==> src/rtl/mine_pkg.sv <==
// Shared types and constants for the minesweeper mine placer and board.
// Cell indices are {row, col} on an 8x8 board.
package mine_pkg;

    localparam int BOARD_ROWS = 8;
    localparam int BOARD_COLS = 8;

    // Fibonacci taps at bits 15, 13, 12, 10
    localparam logic [15:0] LFSR_TAPS = 16'hB400;

    typedef enum logic [1:0] {
        IDLE,
        GEN,
        ISSUE,
        DONE
    } placer_state_t;

    typedef enum logic [1:0] {
        HIDDEN,
        REVEALED,
        FLAG,
        BOMB
    } cell_state_t;

    function automatic logic [5:0] cell_idx(
        input logic [2:0] r,
        input logic [2:0] c
    );
        return {r, c};
    endfunction

endpackage

==> src/rtl/mine_placer_lfsr16.sv <==
// 16-bit left-shifting Fibonacci LFSR with seed load.
// A zero load value falls back to the default seed so it never locks up.
module lfsr16
    import mine_pkg::*;
(
    input  logic        clk,
    input  logic        reset,
    input  logic        load,
    input  logic [15:0] load_value,
    input  logic [15:0] default_seed,
    output logic [15:0] value
);

    logic feedback;

    assign feedback = ^(value & LFSR_TAPS);

    always_ff @(posedge clk or negedge reset) begin
        if (!reset) begin
            value <= default_seed;
        end else if (load) begin
            value <= (load_value == 16'h0000) ? default_seed : load_value;
        end else begin
            value <= {value[14:0], feedback};
        end
    end

endmodule

==> src/rtl/mine_placer.sv <==
// Issues up to 15 distinct pseudo-random mine coordinates per run,
// optionally keeping one safe cell free of mines.
module mine_placer
    import mine_pkg::*;
#(
    parameter int          ROWS      = BOARD_ROWS,
    parameter int          COLS      = BOARD_COLS,
    parameter logic [15:0] LFSR_SEED = 16'hACE1
) (
    input  logic        clk,
    input  logic        reset,
    input  logic        start,
    input  logic [3:0]  total_mines,
    input  logic [15:0] seed,
    input  logic        seed_load,
    input  logic        safe_en,
    input  logic [2:0]  safe_row,
    input  logic [2:0]  safe_col,
    output logic        place_mine,
    output logic [2:0]  row,
    output logic [2:0]  column,
    output logic        busy,
    output logic        done,
    output logic [3:0]  placed_count
);

    localparam int CELLS = ROWS * COLS;

    placer_state_t    state;
    logic [CELLS-1:0] occupied;
    logic [3:0]       total_q;
    logic             safe_en_q;
    logic [2:0]       safe_row_q;
    logic [2:0]       safe_col_q;

    logic [15:0] lfsr;
    logic        idle_like;
    logic [2:0]  cand_row;
    logic [2:0]  cand_col;
    logic        cand_safe;
    logic        reject;
    logic [3:0]  next_count;

    assign idle_like  = (state == IDLE) || (state == DONE);
    assign cand_row   = lfsr[5:3];
    assign cand_col   = lfsr[2:0];
    assign cand_safe  = safe_en_q
                     && (cand_row == safe_row_q)
                     && (cand_col == safe_col_q);
    assign reject     = occupied[cell_idx(cand_row, cand_col)] | cand_safe;
    assign next_count = placed_count + 4'd1;

    // Seed loads are only honoured between runs
    lfsr16 u_lfsr (
        .clk          (clk),
        .reset        (reset),
        .load         (seed_load & idle_like),
        .load_value   (seed),
        .default_seed (LFSR_SEED),
        .value        (lfsr)
    );

    always_ff @(posedge clk or negedge reset) begin
        if (!reset) begin
            state        <= IDLE;
            occupied     <= '0;
            total_q      <= '0;
            safe_en_q    <= 1'b0;
            safe_row_q   <= '0;
            safe_col_q   <= '0;
            place_mine   <= 1'b0;
            row          <= '0;
            column       <= '0;
            busy         <= 1'b0;
            done         <= 1'b0;
            placed_count <= '0;
        end else begin
            place_mine <= 1'b0;
            unique case (state)
                IDLE, DONE: begin
                    if (start) begin
                        total_q      <= total_mines;
                        safe_en_q    <= safe_en;
                        safe_row_q   <= safe_row;
                        safe_col_q   <= safe_col;
                        occupied     <= '0;
                        placed_count <= '0;
                        if (total_mines == 4'd0) begin
                            state <= DONE;
                            done  <= 1'b1;
                            busy  <= 1'b0;
                        end else begin
                            state <= GEN;
                            done  <= 1'b0;
                            busy  <= 1'b1;
                        end
                    end
                end
                GEN: begin
                    if (!reject) begin
                        row        <= cand_row;
                        column     <= cand_col;
                        place_mine <= 1'b1;
                        state      <= ISSUE;
                    end
                end
                ISSUE: begin
                    occupied[cell_idx(row, column)] <= 1'b1;
                    placed_count <= next_count;
                    if (next_count == total_q) begin
                        state <= DONE;
                        done  <= 1'b1;
                        busy  <= 1'b0;
                    end else begin
                        state <= GEN;
                    end
                end
                default: state <= IDLE;
            endcase
        end
    end

endmodule

==> config.mk <==
export PLATFORM = sky130hd
export DESIGN_NAME = mine_placer
export DESIGN_NICKNAME = d
export VERILOG_FILES = /design/src/rtl/mine_pkg.sv /design/src/rtl/mine_placer_lfsr16.sv /design/src/rtl/mine_placer.sv
export SDC_FILE = /design/constraint.sdc
export NUM_CORES = 1
export LEC_CHECK = 0
export CAP_MARGIN = 20
export CELL_PAD_IN_SITES_DETAIL_PLACEMENT = 1
export CELL_PAD_IN_SITES_GLOBAL_PLACEMENT = 2
export CORE_UTILIZATION = 38
export DETAILED_ROUTE_END_ITERATION = 16
export PLACE_DENSITY_LB_ADDON = 0.1
export SYNTH_ARGS = -nofsm -noshare
export SYNTH_HDL_FRONTEND = slang
export SYNTH_SLANG_ARGS = --single-unit
==> constraint.sdc <==
create_clock -name clk -period 2.8 [get_ports clk]
set_input_delay 0.56 -clock clk [delete_from_list [all_inputs] [get_ports clk]]
set_output_delay 0.56 -clock clk [all_outputs]
set_load 0.02 [all_outputs]
==> results of run 1 <==
[power by group through the flow]
stage | clock network [uW] | logic (uW) | registers, uW
after floorplan | 0 | 2320 | 2530
after global placement | 0 | 3140 | 2720
after detailed placement | 0 | 3210 | 2740
after CTS | 1360 | 3230 | 2710
after global routing | 1410 | 3530 | 2790
final | 1320 | 3190 | 2710
[layout by cell type (no fill, tap or decap), drive strengths merged, types with 4 or more instances in the layout]
master and instances:
a21oi 70, and3 4, buf 19, clkbuf 10, clkdlybuf4s50 42, dfrtp 98
dfstp 8, ha 4, inv 8, mux2 18, mux2i 4, mux4 14
nand2 33, nor2 78, nor2b 13, nor3b 6, nor4 6, o22a 7
xnor2 7, xor2 8
[how the worst max path moves through the flow]
stage / end / slack [ns] / from / cells past startpoint
2_1_floorplan: column[0] / 0.34 / u_lfsr.value[1] / 8
3_3_place_gp: column[1] / 0.04 / u_lfsr.value[1] / 6
3_5_place_dp: column[1] / -0.01 / u_lfsr.value[1] / 6
4_1_cts: column[1] / 0.03 / u_lfsr.value[1] / 6
5_1_grt: column[2] / 0.05 / u_lfsr.value[0] / 7
6_report: column[1] / 0.19 / u_lfsr.value[0] / 7
[stage by stage]
| step | hold slack (ns) | power (uW) | worst slack (ns) | utilization |
|---|---|---|---|---|
| after global placement | 0.431 | 5870 | 0.0440 | 0.447 |
| after floorplan | 0.264 | 4860 | 0.341 | - |
| final | 0.138 | 7220 | 0.189 | 0.472 |
| after global routing | 0.161 | 7740 | 0.0524 | 0.472 |
| after CTS | 0.155 | 7300 | 0.0304 | 0.471 |
| after detailed placement | 0.452 | 5950 | -0.0142 | 0.447 |
[per-layer routing]
metal | vias to the layer above | GRT usage | share of wire
li1 | 1727 | - | -
met1 | 1903 | 0.292 | 0.47
met2 | 43 | 0.338 | 0.49
met3 | 9 | 0.0386 | 0.027
met4 | 0 | 0.0557 | 0.010
met5 | - | 0 | 0
[kinds of logic after synthesis]
| kind of cell | count (synthesis) |
|---|---|
| AOI/OAI and AO/OA | 102 |
| buffers and inverters | 34 |
| DFF | 106 |
| muxes | 36 |
| xor gates and xnor gates | 15 |
| and+or+nand+nor | 163 |
| adders and majority gates | 4 |
[flip-flops by register name, summed over array words and instances (netlist names)]
name,flops
occupied,64
u_lfsr.value,16
placed_count,4
total_q,4
column,3
row,3
safe_col_q,3
safe_row_q,3
state,2
busy,1
done,1
place_mine,1
safe_en_q,1
[area by class of cell]
cell class	count	share of cell area
Clock buffer	10	0.0398
Tap cell	172	0.0358
Multi-Input combinational cell	320	0.367
Timing Repair Buffer	61	0.0980
Sequential cell	106	0.444
Clock inverter	6	0.0119
Inverter	6	0.00375
==> results.toml, run 1 <==
[outcome]
status = "completed"

[synthesis]
ys_types = 55
syn-cell-area_mm2 = 0.00502
yosysMostFrequentCell = "dfrtp_1"
yosys_warnings = 0
synth_cells = 460
synthFlopType = "dfrtp_1"
synth-simple-area-share = 0.156
synth-edff-count = 0
syn_area_per_cell_um2 = 10.9
synthTopCellsByCount = "dfrtp_1, nor2_1, a21oi_1"
synthXorXnorAreaFrac = 0.0262
synthDominantCellAreaShare = 0.489
synth_fa_ha_area_frac = 0.00998
synth_area_leaders = "dfrtp_1, a21oi_1, nor2_1, dfstp_2, mux4_2"
syn_nets = 495
yosysTopAreaCell = "dfrtp_1"
async_flop_share = 1.00
ys_ff_latch = 106
muxShareOfSynthArea = 0.119
synth.yosys.seq_area_share = 0.531
synth_compound_gate_area_share = 0.125
synth_top_family_by_area = "simple AND/OR/NAND/NOR gates"

[power]
comb_power_share = 0.441
p_leak_uw = 0.00270
vdd_drop_max_mv = 0.504
switching_power_uw = 2890
pwr-share-clk = 0.183
intPower_uw = 4330
seqPwrFrac = 0.375
p_sw_frac = 0.400
powerDensity_mw_per_mm2 = 1200

[clocking]
cts_resized = 1
cts_root_buf = "clkbuf_16"
postCtsHoldBufs = 0
clk_pin_slew_ns = 0.08
post_cts_buffers = 0
insertion_delay_ns = 0.36
cts.path.max_buffers = 2
cts.sinks = 106
cts_tree = "done"
cts_max_level = 3
cts_buffers = 9

[setup_path]
cp_slowest_stage_delay_ns = 0.62
r2r_end = "column[1]"
crit_fanout = 14
crit_chain = "buf_4, nor2b_1, a2111oi_0, o41ai_1, o2111a_1, and4bb_4, mux2_4"
critPathBufInv = 1
crit_slowest_cell = "dfstp_2"
reg2reg_from = "u_lfsr.value[0]"
critPathCaptureType = "register"
crit_arrival_ns = 2.84
cp_top_family = "compound AO/OA/AOI/OAI gates"
r2r_slack_ns = 0.19
rr_worst_depth = 7
worstPathRequired_ns = 3.03
path_class = "register to register"
cp-start-kind = "register"

[global_route]
grt_start_max_net_pins = 65
grt_pass1_wl_um = 21000
track_usage = 0.210
antenna_found_initial = 0
grt_pass1_vias = 3780
grt-ovfl-total = 0

[hold_path]
holdCritPathClass = "input port to asynchronous set/reset pin"

[drt]
ant_nets = 0
first_pass_iters = 4
wirelength_um = 13100
drt_iter0_markers = 240
drc_errors = 0
vias_per_cell = 5.41
wl_per_cell_um = 19.2
num_vias = 3682

[layout]
nets = 539
syn2layout_area_growth_pct = 19.7
final_area_mm2 = 0.00600
multi_input_area_mm2 = 0.00220
drive_gt1_frac = 0.155
finalNonFillerCells = 681
final-seq-area_mm2 = 0.00266
antenna_cells = 0
fillerInstances = 1453

[placed_design]
dp_hpwl_um = 9170
place_area_mm2 = 0.00569
place.port_buffers = 43
gp_congestion = 0.791
place_inst = 665

[sta]
slew_violations = 0
timing.final.crit_share = 0.932
fin_worst_skew_ns = 0.0129
grt_setup_unrepaired = "no"
fin_crit_ns = 2.61
finalSetupViolations = 0
relSlewSlack = 0.401
worst_pin_slew_ns = 0.896
fmaxAchievable_mhz = 383
setup-tns-final_ns = 0
hold_violations = 0

[floorplan]
row_count = 41
dieArea_mm2 = 0.0137
die_height_um = 117
num_io_pins = 44
core_mm2 = 0.0127
die_w_um = 117
initial_utilization = 0.394

[job]
cap_violations = 0
Power figures use the tool's default switching activity.
==> run 2, diff against run 1 <==
- CORE_ASPECT_RATIO: default -> 0.5
- CORE_UTILIZATION: 38 -> 29
==> results.toml, run 2 (synthesized netlist as in run 1, its figures left out) <==
[layout]
nets = 558
largest_reg_flops = 64
layout_commonest_cell = "dfrtp_1"
finalNonFillerCells = 755
antenna_cells = 0
largestRegisters = "occupied (64), u_lfsr.value (16)"
top_register = "occupied"
fillerInstances = 1836
final_cell_mix = "dfrtp_1, nor2_1, a21oi_1"
drive_gt1_frac = 0.188
syn2layout_area_growth_pct = 23.8

[floorplan]
die_height_um = 95.0
dieArea_mm2 = 0.0179
initial_utilization = 0.302
die_w_um = 188
row_count = 33
num_io_pins = 44
core_mm2 = 0.0166

[drt]
wl_met1_um = 8180
ant_nets = 0
vias_per_cell = 5.04
top_layer_used = "met4"
drt_iter0_markers = 240
wirelength_um = 15400
drc_errors = 0
num_vias = 3804
met3_length_um = 562
first_pass_iters = 4
wl_per_cell_um = 20.3
wl_met2_um = 6440

[setup_path]
critPathCaptureType = "register"
r2r_end = "column[1]"
r2r_slack_ns = 0.10
critPathBufInv = 2
path_class = "register to register"
worstPathRequired_ns = 3.03
crit_chain = "buf_4, mux4_2, mux2i_1, nor2b_1, o2111a_1, and4bb_1, buf_4, mux2_4"
crit_slowest_cell = "dfstp_4"
rr_worst_depth = 8
cp_top_family = "multiplexers"
crit_arrival_ns = 2.93
crit_top_cell = "buf_4"
cp-start-kind = "register"
crit_fanout = 6
cp_slowest_stage_delay_ns = 0.69
reg2reg_from = "u_lfsr.value[0]"

[sta]
slew_violations = 0
fin_worst_skew_ns = 0.0148
fin_ws_ns = 0.105
worst_pin_slew_ns = 0.912
hold_violations = 0
finalSetupViolations = 0
relSlewSlack = 0.387
fin_crit_ns = 2.70
timing.final.crit_share = 0.963
fmaxAchievable_mhz = 371

[clocking]
cts_root_buf = "clkbuf_16"
postCtsHoldBufs = 0
cts_buffers = 9
cts.path.max_buffers = 2
cts_tree = "done"
cts_max_level = 3
cts.sinks = 106
insertion_delay_ns = 0.36
clk_pin_slew_ns = 0.08

[global_route]
grt_start_max_net_pins = 65
antenna_found_initial = 0
grt_pass1_wl_um = 23900
track_usage = 0.179
grt_pass1_vias = 3869
grt-ovfl-total = 0

[hold_path]
holdCritPathClass = "input port to asynchronous set/reset pin"

[job]
cap_violations = 0

[outcome]
status = "completed"

[power]
vdd_drop_max_mv = 0.444
finalPower_uw = 7530
powerDensity_mw_per_mm2 = 1210
p_leak_uw = 0.00280

[placed_design]
place_ws_ns = 0.0979
place.port_buffers = 43
place_inst = 733
gp_congestion = 0.730
dp_hpwl_um = 10300
run 2: cell types whose count changed in the layout (fill, tap and decap cells not counted), sizes merged:
| cell | previous run | this run |
|---|---|---|
| buf | 19 | 38 |
| bufinv | 1 | 0 |
| clkbuf | 10 | 9 |
| clkinv | 1 | 3 |
| clkinvlp | 2 | 0 |
| inv | 8 | 10 |
run 2: worst register-to-register path, delay by kind of cell, from the launching register on:
family / cells / cell delay (ns)
buffers and inverters: 2 / 0.29
AND/OR/NAND/NOR: 2 / 0.38
AO/OA/AOI/OAI: 1 / 0.30
multiplexers: 3 / 0.92
flip-flops: 1 / 0.69
run 2: worst max path at each step:
stage,startpoint,end,depth (start not counted)
3_5_place_dp,u_lfsr.value[1],column[0],7
3_3_place_gp,u_lfsr.value[0],column[2],7
2_1_floorplan,u_lfsr.value[1],column[0],8
6_report,u_lfsr.value[0],column[1],8
4_1_cts,u_lfsr.value[1],column[1],7
5_1_grt,u_lfsr.value[1],column[1],9
run 2: per-layer routing:
metal | GRT usage | vias to the layer above
met2 | 0.263 | 59
met5 | 0 | -
met3 | 0.0364 | 12
met4 | 0.0332 | 0
met1 | 0.271 | 1973
li1 | - | 1760
run 2: per-stage QoR:
step | cell area (um^2) | setup TNS (ns) | utilization | hold slack (ns)
5_1_grt | 6210 | -0.139 | 0.373 | 0.105
6_report | 6210 | 0 | 0.373 | 0.0993
3_3_place_gp | 5870 | 0 | 0.353 | 0.430
2_1_floorplan | 5020 | 0 | - | 0.264
3_5_place_dp | 5870 | 0 | 0.353 | 0.432
4_1_cts | 6150 | 0 | 0.370 | 0.103
run 2: timing repair:
action | CTS | global route
resized for setup | 0 | 6
endpoints found under the setup margin | 0 | 6
buffers inserted | 0 | 6
run 2: cell type report:
type | instances | area (um^2) | share of cell area
repair buffers | 80 | 747 | 0.120
inverters | 6 | 22.5 | 0.00363
well taps | 227 | 284 | 0.0457
clock inverters | 7 | 61.3 | 0.00987
clock buffers | 9 | 225 | 0.0363
multi-input cells | 320 | 2200 | 0.355
flip-flops and latches | 106 | 2670 | 0.430
run 2: report_power, final:
group / total, uW / switching (uW) / internal, uW
combinational: 3530 / 1910 / 1630
clock: 1270 / 646 / 623
sequential: 2730 / 566 / 2160
total: 7530 / 3120 / 4410
